$ cat config.mk
export PLATFORM = sky130hd
export DESIGN_NAME = i2c_slave_regctl
export DESIGN_NICKNAME = d
export VERILOG_FILES = /design/src/rtl/i2c_slave_regctl.sv
export SDC_FILE = /design/constraint.sdc
export NUM_CORES = 1
export LEC_CHECK = 0
export BUFFER_PORTS_ARGS = -buffer_cell sky130_fd_sc_hd__buf_2
export CAP_MARGIN = 20
export CORE_MARGIN = 2
export CORE_UTILIZATION = 50
export CTS_CLUSTER_DIAMETER = 200
export DETAILED_ROUTE_END_ITERATION = 16
export PLACE_DENSITY = 0.76
export RECOVER_POWER = 100
export REMOVE_ABC_BUFFERS = 1
export SLEW_MARGIN = 40
export SYNTH_ARGS = -nofsm -noshare
export SYNTH_HDL_FRONTEND = slang
export SYNTH_SLANG_ARGS = --single-unit
$ cat constraint.sdc
create_clock -name CLK -period 3.8 [get_ports CLK]
set_input_delay 0.76 -clock CLK [delete_from_list [all_inputs] [get_ports CLK]]
set_output_delay 0.76 -clock CLK [all_outputs]
set_load 0.01 [all_outputs]
$ cat src/rtl/i2c_slave_regctl.sv
// Register-file front end for an I2C slave: pointer byte then data bytes on writes, auto-increment on reads.
// Host port has single-cycle registered reads; an I2C write beats a same-cycle host write to the same register.
module i2c_slave_regctl #(
   parameter logic [6:0] DEV_ADDR = 7'h55,
   parameter int         NREGS    = 16,
   localparam int        PW       = $clog2(NREGS)
) (
   input  logic          CLK,
   input  logic          RST,
   input  logic [6:0]    ADDR,
   input  logic          ARDY,
   input  logic          RW,
   input  logic [7:0]    ODATA,
   input  logic          DRDY,
   input  logic          BUSY,
   output logic [7:0]    IDATA,
   output logic          ACKA_RDY,
   output logic          ACKD_RDY,
   input  logic [PW-1:0] HADDR,
   input  logic          HWE,
   input  logic [7:0]    HWDATA,
   output logic [7:0]    HRDATA,
   output logic          WR_EVT,
   output logic [PW-1:0] WR_IDX
);

   typedef enum logic [2:0] {IDLE, ACHK, ACKA, XFER, ACKD, SKIP} state_t;

   state_t        state;
   logic [7:0]    regs [NREGS];
   logic [PW-1:0] ptr;
   logic [PW-1:0] ptr_nxt;
   logic          first;
   logic          match;
   logic          rw_q;

   logic [1:0]    ardy_sync;
   logic [1:0]    drdy_sync;
   logic [1:0]    busy_sync;
   logic          ardy_d;
   logic          drdy_d;
   logic          busy_d;
   logic          ardy_arm;
   logic          drdy_arm;
   logic [1:0]    settle;
   logic          settled;
   logic          drdy_rise_q;

   logic          ardy_rise;
   logic          drdy_rise;
   logic          busy_fall;

   assign ptr_nxt   = ptr + 1'b1;
   assign settled   = (settle == 2'd2);
   assign ardy_rise = ardy_sync[1] & ~ardy_d & ardy_arm;
   assign drdy_rise = drdy_sync[1] & ~drdy_d & drdy_arm;
   assign busy_fall = ~busy_sync[1] & busy_d;

   // Edges only count once the synchronized level has been seen low after reset,
   // so a flag already high when reset releases is never mistaken for a new edge.
   always_ff @(posedge CLK) begin
      if (RST) begin
         ardy_sync   <= '0;
         drdy_sync   <= '0;
         busy_sync   <= '0;
         ardy_d      <= 1'b0;
         drdy_d      <= 1'b0;
         busy_d      <= 1'b0;
         ardy_arm    <= 1'b0;
         drdy_arm    <= 1'b0;
         settle      <= '0;
         drdy_rise_q <= 1'b0;
      end else begin
         ardy_sync   <= {ardy_sync[0], ARDY};
         drdy_sync   <= {drdy_sync[0], DRDY};
         busy_sync   <= {busy_sync[0], BUSY};
         ardy_d      <= ardy_sync[1];
         drdy_d      <= drdy_sync[1];
         busy_d      <= busy_sync[1];
         ardy_arm    <= ardy_arm | (settled & ~ardy_sync[1]);
         drdy_arm    <= drdy_arm | (settled & ~drdy_sync[1]);
         drdy_rise_q <= drdy_rise;
         if (!settled)
            settle <= settle + 2'd1;
      end
   end

   always_ff @(posedge CLK) begin
      if (RST) begin
         state    <= IDLE;
         regs     <= '{default: '0};
         ptr      <= '0;
         IDATA    <= '0;
         ACKA_RDY <= 1'b0;
         ACKD_RDY <= 1'b0;
         WR_EVT   <= 1'b0;
         WR_IDX   <= '0;
         HRDATA   <= '0;
         first    <= 1'b0;
         match    <= 1'b0;
         rw_q     <= 1'b0;
      end else begin
         WR_EVT <= 1'b0;
         HRDATA <= regs[HADDR];
         // Host write first so a same-cycle I2C write to the same index overrides it.
         if (HWE)
            regs[HADDR] <= HWDATA;

         if (busy_fall) begin
            state    <= IDLE;
            ACKA_RDY <= 1'b0;
            ACKD_RDY <= 1'b0;
            match    <= 1'b0;
         end else begin
            case (state)
               IDLE: begin
                  ACKA_RDY <= 1'b0;
                  ACKD_RDY <= 1'b0;
                  if (ardy_rise)
                     state <= ACHK;
               end
               ACHK: begin
                  match <= (ADDR == DEV_ADDR);
                  if (ADDR == DEV_ADDR) begin
                     first <= ~RW;
                     rw_q  <= RW;
                     if (RW)
                        IDATA <= regs[ptr];
                  end
                  ACKA_RDY <= 1'b1;
                  state    <= ACKA;
               end
               ACKA: begin
                  if (!ardy_sync[1]) begin
                     ACKA_RDY <= 1'b0;
                     state    <= match ? XFER : SKIP;
                  end
               end
               XFER: begin
                  // A new ARDY edge here is a repeated start.
                  if (ardy_rise) begin
                     state <= ACHK;
                  end else if (drdy_rise_q) begin
                     if (rw_q) begin
                        ptr   <= ptr_nxt;
                        IDATA <= regs[ptr_nxt];
                     end else if (first) begin
                        ptr   <= ODATA[PW-1:0];
                        first <= 1'b0;
                     end else begin
                        regs[ptr] <= ODATA;
                        WR_EVT    <= 1'b1;
                        WR_IDX    <= ptr;
                        ptr       <= ptr_nxt;
                     end
                     ACKD_RDY <= 1'b1;
                     state    <= ACKD;
                  end
               end
               ACKD: begin
                  if (!drdy_sync[1]) begin
                     ACKD_RDY <= 1'b0;
                     state    <= XFER;
                  end
               end
               SKIP: begin
                  ACKD_RDY <= drdy_sync[1];
                  if (ardy_rise)
                     state <= ACHK;
               end
               default: state <= IDLE;
            endcase
         end
      end
   end

endmodule

==> results.toml <==
[place]
placedCellCount = 1359
dpl.hpwl_mm = 23.0
gp_congestion = 0.954
portBuffers = 56

[global_route]
grt_max_degree = 90
globalRouteOverflowTotal = 0
antenna_found_initial = 0
grt_pass1_wl_mm = 53.7
grt_pass1_vias = 9175
grt_use_total_pct = 30.9

[run_status]
violations = "capacitance limit, slew limit"
status = "finished, violations left"

[layout]
instances_no_fill = 1392
area_growth_pct = 8.52
layout-drive-gt1-share_pct = 17.9
num_antenna_cells = 0
seq_area_um2 = 3510
fill_cells = 1889
multi_input_area_um2 = 6860
fin_nets = 1139

[die]
start_util_pct = 50.4
io_pins = 57
fp.dieW_um = 152
die_y_um = 152
die_area_um2 = 23000
fp-row-count = 54
fp.coreArea_um2 = 21600

[routing]
routed.top_layer = "met4"
vias = 9473
firstDrtPassIters = 6
avgRoutedWirePerCell_um = 24.8
wl_mm = 34.6
drc = 0
met1_length_mm = 13.1
wl_met2_mm = 15.5
met3_length_mm = 3.65
dr.first_iter.drc_count = 1244
ant_nets = 0
vias_per_cell = 6.81

[min_path]
hold-path-cell-count = 1
hold_class = "reg -> reg"
hp-start = "drdy_d"
worst_hold_path.endpoint = "drdy_rise_q"

[pwr]
ir_worst_vdd_mv = 0.261
leakagePower_uw = 0.00405
finalPower_uw = 4290
powerDensity_nw_per_um2 = 362

[cts]
cts_made_buffers = 17
post_cts.repair.setup_buffers = 0
cts_sinks = 175
cts_tree = "done"
htree_levels = 4
cts_resized = 0
ctsLongestPathBuffers = 2
cts-hold-fix-buffers = 0
clkTransAtPathRegs_ns = 0.06
root_buffer = "clkbuf_16"
clk_latency_ns = 0.44

[synth]
avgSynthCellArea_um2 = 9.93
synth_adder_area_share_pct = 0.574
netlist_instances = 1098
synth-compound-area-share_pct = 14.2
mappedNetlistArea_um2 = 10900
synth_simple_gate_area_share_pct = 15.3
ys_ff_latch = 175
ys.flop_type = "dfxtp_1"
synthDistinctLibCells = 59
synth_xor_area_share_pct = 0.321
synth_enable_flop_cells = 0
synth_top_family_by_area = "multiplexers"
async_flop_share_pct = 0
yosys_warnings = 0
synth_mux_area_share_pct = 32.6
yosysSeqAreaShare_pct = 32.1

[sta]
fin_crit_sh_pct = 87.5
fin_setup_tns_ns = 0
slew_headroom_pct = -29.6
rsz0062_at_grt = "false"
finalClockSkew_ns = 0.00973
fmax_mhz = 301
hold_viol_final = 0
drv_slew = 90
fin_crit_ns = 3.32
setup_viol = 0
worst_pin_slew_ns = 1.94

[worst_setup_path]
worst_path_largest_cell_delay_ns = 0.86
end_kind = "register"
worst_path_max_delay_cell = "clkbuf_1"
ff2ff_setup_slack_ns = 0.49
worstPathCellList = "clkbuf_1 > clkbuf_2 > mux4_2 > mux4_2 > nor2b_1"
crit_family = "buffers and inverters"
r2r_cells = 5
cp_common_cell = "mux4_2"
r2r-start = "state[1]"
reg2reg_to = "regs[57]"
path_class = "in -> reg"
critPathMaxFanout = 17
required_ns = 4.04
cp_data_arrival_time_ns = 3.57
setup.worst_path.start_class = "primary input"
crit_buf_inv = 2

[run]
cap_violations = 1
## report_power, final
part / leakage, uW / internal (uW) / total [uW] / switching [uW]
clock: 0.000277 / 1060 / 1820 / 753
sequential: 0.00142 / 1890 / 1980 / 84.8
combinational: 0.00236 / 195 / 494 / 299
total: 0.00405 / 3150 / 4290 / 1140
## cell usage after synthesis, types with 4 or more instances
library cell | count | area (um^2)
mux4_2 | 86 | 1940
nor2b_1 | 25 | 156
o21ai_0 | 8 | 40.0
a311oi_1 | 8 | 70.1
o211ai_1 | 4 | 30.0
nor3_1 | 4 | 20.0
o22ai_1 | 8 | 50.1
nand2b_1 | 15 | 93.8
a22oi_1 | 13 | 97.6
buf_1 | 14 | 52.6
nand4_1 | 12 | 75.1
nor2_2 | 5 | 31.3
a21oi_1 | 28 | 140
nor2_1 | 160 | 601
ha_1 | 5 | 62.6
clkbuf_1 | 58 | 218
a211o_1 | 4 | 35.0
buf_2 | 29 | 145
a211oi_1 | 124 | 931
mux2_2 | 8 | 90.1
inv_1 | 6 | 22.5
nand2_1 | 51 | 191
nand3_1 | 27 | 135
nand3b_1 | 8 | 60.1
dfxtp_1 | 175 | 3500
nand4b_2 | 6 | 90.1
mux2i_1 | 153 | 1530
o2bb2ai_1 | 4 | 35.0
## cells by family after synthesis
kind of cell               count (synthesis)
AOI/OAI and AO/OA                        215
xor gates and xnor gates                   4
adders and majority gates                  5
buffers and inverters                    116
DFF                                      175
muxes                                    247
and+or+nand+nor                          336
## area by class of cell
type | count | area share (%)
inverters | 7 | 0.222
multi-input cells | 807 | 58.0
well taps | 280 | 2.96
clock inverters | 10 | 1.16
flip-flops and latches | 175 | 29.6
repair buffers | 92 | 4.11
clock buffers | 21 | 3.89
## sequential cells by signal, indices dropped and copies added, names as in the netlist, 3 cells and up
register / cells
regs: 128
HRDATA: 8
IDATA: 8
WR_IDX: 4
ptr: 4
state: 3
## layout by cell type (no fill, tap or decap), types with 12 or more instances in the layout
cell,Yosys,routed
a211oi_1,124,124
a21oi_1,28,27
a22oi_1,13,13
buf_2,29,32
buf_4,3,24
clkbuf_1,58,34
clkbuf_16,0,17
dfxtp_1,175,172
mux2i_1,153,153
mux4_2,86,86
nand2_1,51,51
nand2b_1,15,15
nand3_1,27,27
nand4_1,12,12
nor2_1,160,161
nor2b_1,25,25
## metrics by stage
stage / hold slack [ns] / instance area [um^2] / utilization (%) / worst slack [ns]
2_1_floorplan: 0.374 / 10400 / - / -0.886
4_1_cts: 0.396 / 11900 / 55.2 / 0.823
6_report: 0.397 / 11800 / 54.7 / 0.475
3_3_place_gp: 0.379 / 11300 / 52.3 / 0.946
3_5_place_dp: 0.384 / 11300 / 52.4 / 0.876
5_1_grt: 0.408 / 11800 / 54.7 / 0.304
## worst max path at each step
stage / start / endpoint / slack, ns / depth (start not counted)
global route: HADDR[0] / HRDATA[1] / 0.30 / 5
finish: HADDR[0] / HRDATA[6] / 0.48 / 5
global placement: ADDR[1] / IDATA[1] / 0.95 / 6
floorplan: ptr[0] / IDATA[2] / -0.89 / 6
CTS: state[1] / regs[7] / 0.82 / 5
detailed placement: state[1] / regs[71] / 0.88 / 6
## metal layers
metal  up-vias  track usage, %
li1       4165               -
met3       157            8.59
met1      4508            39.0
met2       643            46.6
met5         -               0
met4         0            20.0
Power figures use the tool's default switching activity.
